## config.mk

```make
export PLATFORM = sky130hd
export DESIGN_NAME = video_sync_decoder
export DESIGN_NICKNAME = d
export VERILOG_FILES = /design/src/rtl/video_sync_decoder.sv
export SDC_FILE = /design/constraint.sdc
export NUM_CORES = 1
export LEC_CHECK = 0
export BUFFER_PORTS_ARGS = -buffer_cell sky130_fd_sc_hd__buf_2
export CAP_MARGIN = 20
export CORE_MARGIN = 2
export CORE_UTILIZATION = 33
export CTS_BUF_LIST = sky130_fd_sc_hd__clkbuf_8
export CTS_CLUSTER_SIZE = 20
export DETAILED_ROUTE_END_ITERATION = 8
export GPL_TIMING_DRIVEN = 0
export PLACE_DENSITY = 0.55
export SETUP_SLACK_MARGIN = 0.5
export SYNTH_ARGS = -nofsm -noshare
export SYNTH_HDL_FRONTEND = slang
export SYNTH_SLANG_ARGS = --single-unit
```

## constraint.sdc

```tcl
create_clock -name sys_clk -period 6.45 [get_ports sys_clk]
set_input_delay 0.9675 -clock sys_clk [delete_from_list [all_inputs] [get_ports sys_clk]]
set_output_delay 0.9675 -clock sys_clk [all_outputs]
set_load 0.02 [all_outputs]
```

## src/rtl/video_sync_decoder.sv

```systemverilog
// video_sync_decoder: recovers PAL field, line and pixel timing from a 3-bit
// composite level bus by width-classifying each sync pulse.
module video_sync_decoder #(
  parameter int MIN_PULSE  = 24,
  parameter int EQ_MAX     = 84,
  parameter int HS_MAX     = 300,
  parameter int BROAD_MIN  = 4,
  parameter int FIRST_LINE = 32,
  parameter int ROWS       = 256,
  parameter int H_START    = 252,
  parameter int H_END      = 1500
) (
  input  logic        sys_clk,
  input  logic        sys_rst_n,
  input  logic [2:0]  video_in,
  output logic        hsync_pulse,
  output logic        field_start,
  output logic [8:0]  line_num,
  output logic [10:0] h_pos,
  output logic        de,
  output logic        vblank,
  output logic        locked
);

  typedef enum logic [2:0] {
    V_SEARCH,
    V_BROAD,
    V_POST,
    V_ACTIVE,
    V_TAIL
  } state_t;

  localparam logic [9:0]  WIDTH_ACCEPT = 10'(MIN_PULSE - 1);
  localparam logic [9:0]  WIDTH_EQ_MAX = 10'(EQ_MAX);
  localparam logic [9:0]  WIDTH_HS_MAX = 10'(HS_MAX);
  localparam logic [9:0]  WIDTH_SAT    = 10'h3FF;
  localparam logic [3:0]  BROAD_NEED   = 4'(BROAD_MIN);
  localparam logic [3:0]  BROAD_SAT    = 4'hF;
  localparam logic [8:0]  LINE_FIRST   = 9'(FIRST_LINE);
  localparam logic [8:0]  LINE_LAST    = 9'(FIRST_LINE + ROWS);
  localparam logic [8:0]  LINE_SAT     = 9'd510;
  localparam logic [10:0] COL_FIRST    = 11'(H_START);
  localparam logic [10:0] COL_LAST     = 11'(H_END);
  localparam logic [10:0] H_SAT        = 11'h7FF;

  logic [2:0]  sync1_q, sync2_q;
  state_t      state_q, state_d;
  logic [9:0]  width_q, width_d;
  logic        armed_q, armed_d;
  logic        in_pulse_q, in_pulse_d;
  logic [10:0] h_pos_q, h_pos_d;
  logic [3:0]  broad_cnt_q, broad_cnt_d;
  logic [8:0]  line_cnt_q, line_cnt_d;
  logic [8:0]  line_num_q, line_num_d;
  logic        locked_q, locked_d;
  logic        hsync_q, hsync_d;
  logic        field_q, field_d;

  logic is_sync, accept, classify;
  logic pulse_eq, pulse_hs, pulse_br;

  // Two-flop synchroniser; resets to the sync code so a pulse already in
  // progress at reset release is never mistaken for a fresh one.
  always_ff @(posedge sys_clk or negedge sys_rst_n) begin
    if (!sys_rst_n) begin
      sync1_q <= 3'b000;
      sync2_q <= 3'b000;
    end else begin
      sync1_q <= video_in;
      sync2_q <= sync1_q;
    end
  end

  assign is_sync  = (sync2_q == 3'b000);
  assign accept   = is_sync & armed_q & ~in_pulse_q & (width_q == WIDTH_ACCEPT);
  assign classify = ~is_sync & in_pulse_q;
  assign pulse_eq = (width_q < WIDTH_EQ_MAX);
  assign pulse_hs = (width_q >= WIDTH_EQ_MAX) && (width_q < WIDTH_HS_MAX);
  assign pulse_br = (width_q >= WIDTH_HS_MAX);

  // Pulse width measurement, glitch acceptance and horizontal position counter.
  always_comb begin
    armed_d    = armed_q;
    width_d    = width_q;
    in_pulse_d = in_pulse_q;
    h_pos_d    = h_pos_q;
    if (!is_sync) begin
      armed_d    = 1'b1;
      width_d    = '0;
      in_pulse_d = 1'b0;
    end else if (armed_q) begin
      if (width_q != WIDTH_SAT) width_d = width_q + 10'd1;
      if (accept) in_pulse_d = 1'b1;
    end
    if (accept) h_pos_d = '0;
    else if (h_pos_q != H_SAT) h_pos_d = h_pos_q + 11'd1;
  end

  // Vertical sync state machine driven by classified pulses, plus timeout.
  always_comb begin
    state_d     = state_q;
    broad_cnt_d = broad_cnt_q;
    line_cnt_d  = line_cnt_q;
    locked_d    = locked_q;
    hsync_d     = 1'b0;
    field_d     = 1'b0;
    if (classify) begin
      case (state_q)
        V_SEARCH: begin
          if (pulse_br) begin
            state_d     = V_BROAD;
            broad_cnt_d = 4'd1;
          end
        end
        V_BROAD: begin
          if (pulse_br) begin
            if (broad_cnt_q != BROAD_SAT) broad_cnt_d = broad_cnt_q + 4'd1;
          end else if (pulse_eq && (broad_cnt_q >= BROAD_NEED)) begin
            state_d    = V_POST;
            field_d    = 1'b1;
            locked_d   = 1'b1;
            line_cnt_d = 9'h1FF;
          end else begin
            state_d = V_SEARCH;
          end
        end
        V_POST: begin
          if (pulse_hs) begin
            state_d    = V_ACTIVE;
            hsync_d    = 1'b1;
            line_cnt_d = line_cnt_q + 9'd1;
          end else if (pulse_br) begin
            state_d     = V_BROAD;
            broad_cnt_d = 4'd1;
          end
        end
        V_ACTIVE: begin
          if (pulse_hs) begin
            hsync_d = 1'b1;
            if (line_cnt_q != LINE_SAT) line_cnt_d = line_cnt_q + 9'd1;
          end else if (pulse_eq) begin
            state_d = V_TAIL;
          end else begin
            state_d     = V_BROAD;
            broad_cnt_d = 4'd1;
          end
        end
        V_TAIL: begin
          if (pulse_br) begin
            state_d     = V_BROAD;
            broad_cnt_d = 4'd1;
          end else if (pulse_hs) begin
            state_d = V_SEARCH;
          end
        end
        default: state_d = V_SEARCH;
      endcase
    end
    if (h_pos_q == H_SAT) begin
      state_d = V_SEARCH;
      hsync_d = 1'b0;
      field_d = 1'b0;
    end
    if (state_d == V_SEARCH) begin
      locked_d    = 1'b0;
      broad_cnt_d = '0;
    end
    line_num_d = (state_d == V_ACTIVE) ? line_cnt_d : line_num_q;
  end

  // State register for the pulse tracker and the vertical state machine.
  always_ff @(posedge sys_clk or negedge sys_rst_n) begin
    if (!sys_rst_n) begin
      state_q     <= V_SEARCH;
      width_q     <= '0;
      armed_q     <= 1'b0;
      in_pulse_q  <= 1'b0;
      h_pos_q     <= '0;
      broad_cnt_q <= '0;
      line_cnt_q  <= '0;
      line_num_q  <= '0;
      locked_q    <= 1'b0;
      hsync_q     <= 1'b0;
      field_q     <= 1'b0;
    end else begin
      state_q     <= state_d;
      width_q     <= width_d;
      armed_q     <= armed_d;
      in_pulse_q  <= in_pulse_d;
      h_pos_q     <= h_pos_d;
      broad_cnt_q <= broad_cnt_d;
      line_cnt_q  <= line_cnt_d;
      line_num_q  <= line_num_d;
      locked_q    <= locked_d;
      hsync_q     <= hsync_d;
      field_q     <= field_d;
    end
  end

  assign hsync_pulse = hsync_q;
  assign field_start = field_q;
  assign line_num    = line_num_q;
  assign h_pos       = h_pos_q;
  assign locked      = locked_q;
  assign vblank      = (state_q != V_ACTIVE);
  assign de          = (state_q == V_ACTIVE) &&
                       (line_num_q >= LINE_FIRST) && (line_num_q < LINE_LAST) &&
                       (h_pos_q >= COL_FIRST) && (h_pos_q < COL_LAST);

endmodule
```

### Word level (Yosys, flattened, before mapping)

Index checks and enable logic that the tools add are counted.

* bits in registers: 57
* input port bits: 5
* output and inout port bits: 25
* logic and storage cells: 122

* add/sub/neg operators: 4
* $lt $le $gt $ge: 9
* eq/ne operators: 21
* muxes and demuxes: 49
* bitwise gates (word level): 6
* reduce and logical (&&, ||, !) cells: 20

Operator list (count)
* 9-bit 2-to-1 mux: 6
* 4-bit 2-to-1 mux: 8
* 10-bit 2-to-1 mux: 3
* 3-bit 2-to-1 mux: 9
* 9-bit one-hot mux with 3 select lines: 1
* 11-bit 2-to-1 mux: 2
* 1-bit 2-to-1 mux: 17
* 4-bit one-hot mux with 4 select lines: 1
* 3-bit inequality test, second input constant: 5
* 3-bit one-hot mux with 5 select lines: 1
* 11-bit by 1-bit adder with 11-bit output, second input constant: 1
* 11-bit equality test, second input constant: 1
* 11-bit by 8-bit >= comparator with 1-bit output, second input constant: 1
* 11-bit less-than comparator, second input constant: 1
* 11-bit inequality test, second input constant: 1
* 10-bit by 1-bit adder with 10-bit output, second input constant: 1
* 10-bit by 5-bit equality test with 1-bit output, second input constant: 1
* 10-bit by 7-bit >= comparator with 1-bit output, second input constant: 1
* 10-bit by 9-bit >= comparator with 1-bit output, second input constant: 1
* 10-bit by 7-bit less-than comparator with 1-bit output, second input constant: 1
* 10-bit by 9-bit less-than comparator with 1-bit output, second input constant: 1
* 10-bit inequality test, second input constant: 1
* 9-bit by 1-bit adder with 9-bit output, second input constant: 1
* 3-bit by 2-bit equality test with 1-bit output, second input constant: 3
* other kinds (22): 40

### Depth between registers and ports, before layout

* depth in word-level cells: 10
* gate-level depth with buffers: 8
* depth with buffers taken out: 8

### Least setup slack after synthesis

Ideal clock, no wire load.

* kind: register to output
* from: register state_q[2]
* to: output port de
* data arrival time: 1637 ps
* required time: 5483 ps
* setup slack: 3845 ps
* cell stages (with the launch flop): 5
* path buffers: 1
* path through: dfrtp_1 -> clkbuf_1 -> nor2b_1 -> nand2_1 -> nor3_1

* longest elaborated chain between the ends: 5

Ends and longest elaborated chain
* from (decl): line 47 `state_t state_q, state_d;`
* from (signal assigned): line 186 `state_q <= state_d;`
* 3-bit by 2-bit equality test with 1-bit output: line 206 `assign de = (state_q == V_ACTIVE) &&`
* 1-bit logical AND: line 206
* 1-bit logical AND (2 in a row): line 207 `(line_num_q >= LINE_FIRST) && (line_num_q < LINE_LAST) &&`
* 1-bit logical AND: line 208 `(h_pos_q >= COL_FIRST) && (h_pos_q < COL_LAST);`
* to (decl): line 20 `output logic de,`

No other way between the ends.

### Worst setup path after layout

Same ends and word-level chain as after synthesis.

==> PnR_summary.wiki <==
{| class="wikitable"
! Metric !! Value
|-
| Run status || finished, final reports clean
|-
| Start point of the worst min-delay path || sync1_q[2]
|-
| Slowest stage delay, CP || 440 ps
|-
| Post-place setup slack || 3780 ps
|-
| Chip width || just over 100 um
|-
| Detail Placement HPWL || 5.07 mm
|-
| Flip-flop and latch count after synthesis || between 50 and 60
|-
| Via count || about 2,600
|-
| Number of instances resized during post-cts repair || 0
|-
| Placer Congestion || 0.826
|-
| Path type of the worst min-delay path || reg2reg
|-
| Worst EP arrival || 2100 ps
|-
| Clock share of power || 0.440
|-
| CTS Buffer Depth || 2
|-
| Number of flops mapped to enable cells by yosys || 0
|-
| Fraction of the cycle the final worst path needs || 0.475
|-
| Crit-path cells || clkbuf_1 > nor2b_1 > nand2_1 > nor3_1 > buf_2
|-
| Number of clock sinks || 57
|-
| Worst IR Drop VDD || between 0.1 and 0.15 mV
|-
| Number of buffers inserted by port buffering || 29
|-
| Worst endpoint required time || 5480 ps
|-
| Detailed-route wire length || 7.18 mm
|-
| Fraction of power spent switching nets || 0.249
|-
| Internal Pwr Total || roughly 500 uW
|-
| CTS H-tree depth || 3
|-
| Clock-pin slew reported for the worst setup and hold paths after clock tree synthesis || 80 ps
|-
| Number of antenna violations at the first check in global routing || 0
|-
| Number of core rows || 35
|-
| Effective utilization at floorplan || 0.340
|-
| Total routing usage reported by global routing || 0.152
|-
| Final antenna-violating net count || 0
|-
| Share of synthesized flip-flops with an asynchronous set or reset || 1.00
|-
| Switch Pwr || ~170 uW
|-
| Clock Skew || approximately 13 ps
|-
| First-pass detailed-route iteration total || 4
|-
| Clock period minus worst slack || 3060 ps
|-
| Worst Hold Endpoint || sync2_q[2]
|-
| Slowest cell on the critical path || sky130_fd_sc_hd__nor2b_1
|-
| Syn_nets || 341
|-
| Mean routed wirelength per cell || 14.8 um
|-
| Net count of the finished layout || 382
|-
| Launching element type of the critical path || flop
|-
| Power per cell area || 185 nW/um^2
|-
| Area leader, netlist || sky130_fd_sc_hd__dfrtp_1
|-
| Maximum number of pins on one net before global-route repair || 37
|-
| Setup repair after global routing missed its margin || no
|-
| Crit path max fanout || 10
|-
| Fmax || 0.326 GHz
|-
| Area of the core || 9200 um^2
|-
| Combinational cell fraction of total power || 0.017
|-
| Worst slew slack as a fraction of its limit || 0.391
|-
| Vias in the first global route || 2,430
|-
| Library cells used by synthesis || 58
|-
| Postcts setup bufs || 0
|-
| Total of hold buffers inserted after clock tree synthesis || 0
|-
| Count of unresolved DRC violations after routing || 0
|-
| Top Ports || 30
|-
| Fraction of synthesized cell area taken by the top area cell type || 0.456
|-
| Remaining Overflow, GRT || 0
|-
| Top-count cell post-synth || sky130_fd_sc_hd__dfrtp_1
|-
| Yosys synthesis warning count || 0
|-
| Synthesized netlist cell count || between 300 and 400
|-
| Top cell types by occurrence after synthesis || sky130_fd_sc_hd__dfrtp_1, sky130_fd_sc_hd__nor2_1, sky130_fd_sc_hd__nand2_1, sky130_fd_sc_hd__nand3_1
|-
| Fraction of layout cells with a size suffix above 1 || 0.205
|-
| Fillcell total || between 900 and 1,000
|-
| CTS root buf || sky130_fd_sc_hd__clkbuf_8
|-
| Clk_lat worst skew || 350 ps
|-
| Max Cap Violations || 0
|-
| Clock tree from TritonCTS || built
|-
| Top area cells in the synthesized netlist || sky130_fd_sc_hd__dfrtp_1, sky130_fd_sc_hd__nor2_1, sky130_fd_sc_hd__nand2_1
|-
| Area growth from synthesis to final layout || 15.2%
|-
| Wire length of the first global-routing pass || approximately 12 mm
|-
| R2R depth || 7
|-
| Netlist area before placement || approximately 3100 um^2
|-
| PnR worst setup slack || 3390 ps
|-
| Setup Viol. Count Final || 0
|-
| Transition at the pin with the smallest max-transition slack || approximately 900 ps
|-
| Reg-to-reg slack, setup || 3970 ps
|-
| Die Ht || 101 um
|-
| Reg-to-reg startpoint || state_q[2]
|-
| Ratio of routed vias to standard cells || between 5 and 6
|-
| First DRT Iteration DRCs || 99
|-
| Total leakage power || 0.00153 uW
|-
| Main synth FF type || sky130_fd_sc_hd__dfrtp_1
|-
| Portion of total power attributed to sequential cells || 0.542
|-
| Number of failing hold endpoints at the final stage || 0
|-
| Post-synthesis average cell area || 9.50 um^2
|-
| Sequential fraction of the synthesis area || 0.456
|-
| Count of cells along the worst hold path || 0
|-
| Setup tns final || 0 ps
|-
| Max-slew violations || 0
|-
| Number of clock buffers inserted by TritonCTS || 9
|-
| Endpoint class of the critical path || primary output
|-
| Area enclosed by the die boundary || a little over 10,000 um^2
|-
| Worst setup path class || reg2out
|-
| Number of inserted diodes || 0
|-
| FF-to-FF End || line_num[7]
|}
==> worst max-delay path: cells and delay by family (launching register included) <==
family / cells / cell delay (ps)
and+or+nand+nor: 3 / 970
DFF: 1 / 370
buffers and inverters: 2 / 410
==> kinds of logic after synthesis <==
kind of cell	after synthesis	synth area share
flip-flops	57	0.456
adder cells (fa/ha/maj)	7	0.0280
multiplexers	9	0.0320
XOR/XNOR	17	0.0476
AND/OR/NAND/NOR	141	0.232
buffers and inverters	26	0.0388
AO/OA/AOI/OAI	72	0.165
==> how the worst max path moves through the flow <==
stage | start | end | slack (ps) | cells after the start
2_1_floorplan | state_q[2] | de | 3850 | 4
3_5_place_dp | state_q[2] | de | 3780 | 5
4_1_cts | state_q[2] | de | 3410 | 5
3_3_place_gp | state_q[2] | de | 3790 | 5
5_1_grt | state_q[2] | de | 3210 | 5
6_report | state_q[2] | de | 3390 | 5
==> per-stage QoR <==
step	hold slack (ps)	utilization	power, uW	cell area, um^2	cells
2_1_floorplan	331	-	370	3130	329
3_3_place_gp	334	0.371	379	3410	469
3_5_place_dp	335	0.373	380	3430	470
4_1_cts	352	0.392	675	3600	486
5_1_grt	360	0.392	694	3600	486
6_report	352	0.392	666	3600	486
==> cell usage in the layout (no fill, tap or decap), types with 3 or more instances in the layout <==
| cell type | count |
|---|---|
| sky130_fd_sc_hd__a2111oi_0 | 3 |
| sky130_fd_sc_hd__a21o_1 | 3 |
| sky130_fd_sc_hd__a21oi_1 | 14 |
| sky130_fd_sc_hd__a31oi_1 | 5 |
| sky130_fd_sc_hd__and3_1 | 5 |
| sky130_fd_sc_hd__buf_2 | 36 |
| sky130_fd_sc_hd__clkbuf_1 | 4 |
| sky130_fd_sc_hd__clkbuf_8 | 9 |
| sky130_fd_sc_hd__clkinvlp_4 | 3 |
| sky130_fd_sc_hd__dfrtp_1 | 57 |
| sky130_fd_sc_hd__ha_1 | 7 |
| sky130_fd_sc_hd__inv_1 | 13 |
| sky130_fd_sc_hd__mux2_2 | 6 |
| sky130_fd_sc_hd__nand2_1 | 25 |
| sky130_fd_sc_hd__nand2b_1 | 4 |
| sky130_fd_sc_hd__nand3_1 | 17 |
| sky130_fd_sc_hd__nand4_1 | 10 |
| sky130_fd_sc_hd__nor2_1 | 37 |
| sky130_fd_sc_hd__nor2b_1 | 4 |
| sky130_fd_sc_hd__nor3_1 | 14 |
| sky130_fd_sc_hd__nor3_2 | 3 |
| sky130_fd_sc_hd__nor4_1 | 3 |
| sky130_fd_sc_hd__o21ai_0 | 11 |
| sky130_fd_sc_hd__o21ai_1 | 6 |
| sky130_fd_sc_hd__o22ai_1 | 6 |
| sky130_fd_sc_hd__or3_1 | 4 |
| sky130_fd_sc_hd__or4_1 | 3 |
| sky130_fd_sc_hd__xnor2_1 | 8 |
| sky130_fd_sc_hd__xor2_1 | 9 |
==> cell type report <==
| class | instances | area [um^2] | area share |
|---|---|---|---|
| multi-input cells | 246 | 1580 | 0.438 |
| flip-flops and latches | 57 | 1430 | 0.396 |
| repair buffers | 30 | 165 | 0.0458 |
| well taps | 111 | 139 | 0.0385 |
| clock buffers | 9 | 124 | 0.0344 |
| plain buffers | 14 | 76.3 | 0.0212 |
| clock inverters | 7 | 48.8 | 0.0135 |
| inverters | 12 | 45.0 | 0.0125 |
==> state kept, by name, indices dropped and copies added (netlist names) <==
signal	cells
h_pos	11
width_q	10
line_cnt_q	9
line_num	9
broad_cnt_q	4
state_q	3
sync1_q	3
sync2_q	3
armed_q	1
field_start	1
hsync_pulse	1
in_pulse_q	1
locked	1
==> power by group through the flow <==
stage | combinational [uW] | sequential, uW | clock, uW
floorplan | 1.79 | 368 | 0
global placement | 10.7 | 368 | 0
detailed placement | 12.6 | 368 | 0
CTS | 12.6 | 361 | 302
global route | 14.0 | 361 | 319
finish | 11.6 | 361 | 293
==> metal layers <==
layer	global-route usage	wire length, um	part of all wire
met1	0.209	3410	0.47
met2	0.228	3390	0.47
met5	0	0	0
met3	0.0352	249	0.035
met4	0.0707	136	0.019
No activity file was read; power rests on OpenSTA's default activity.
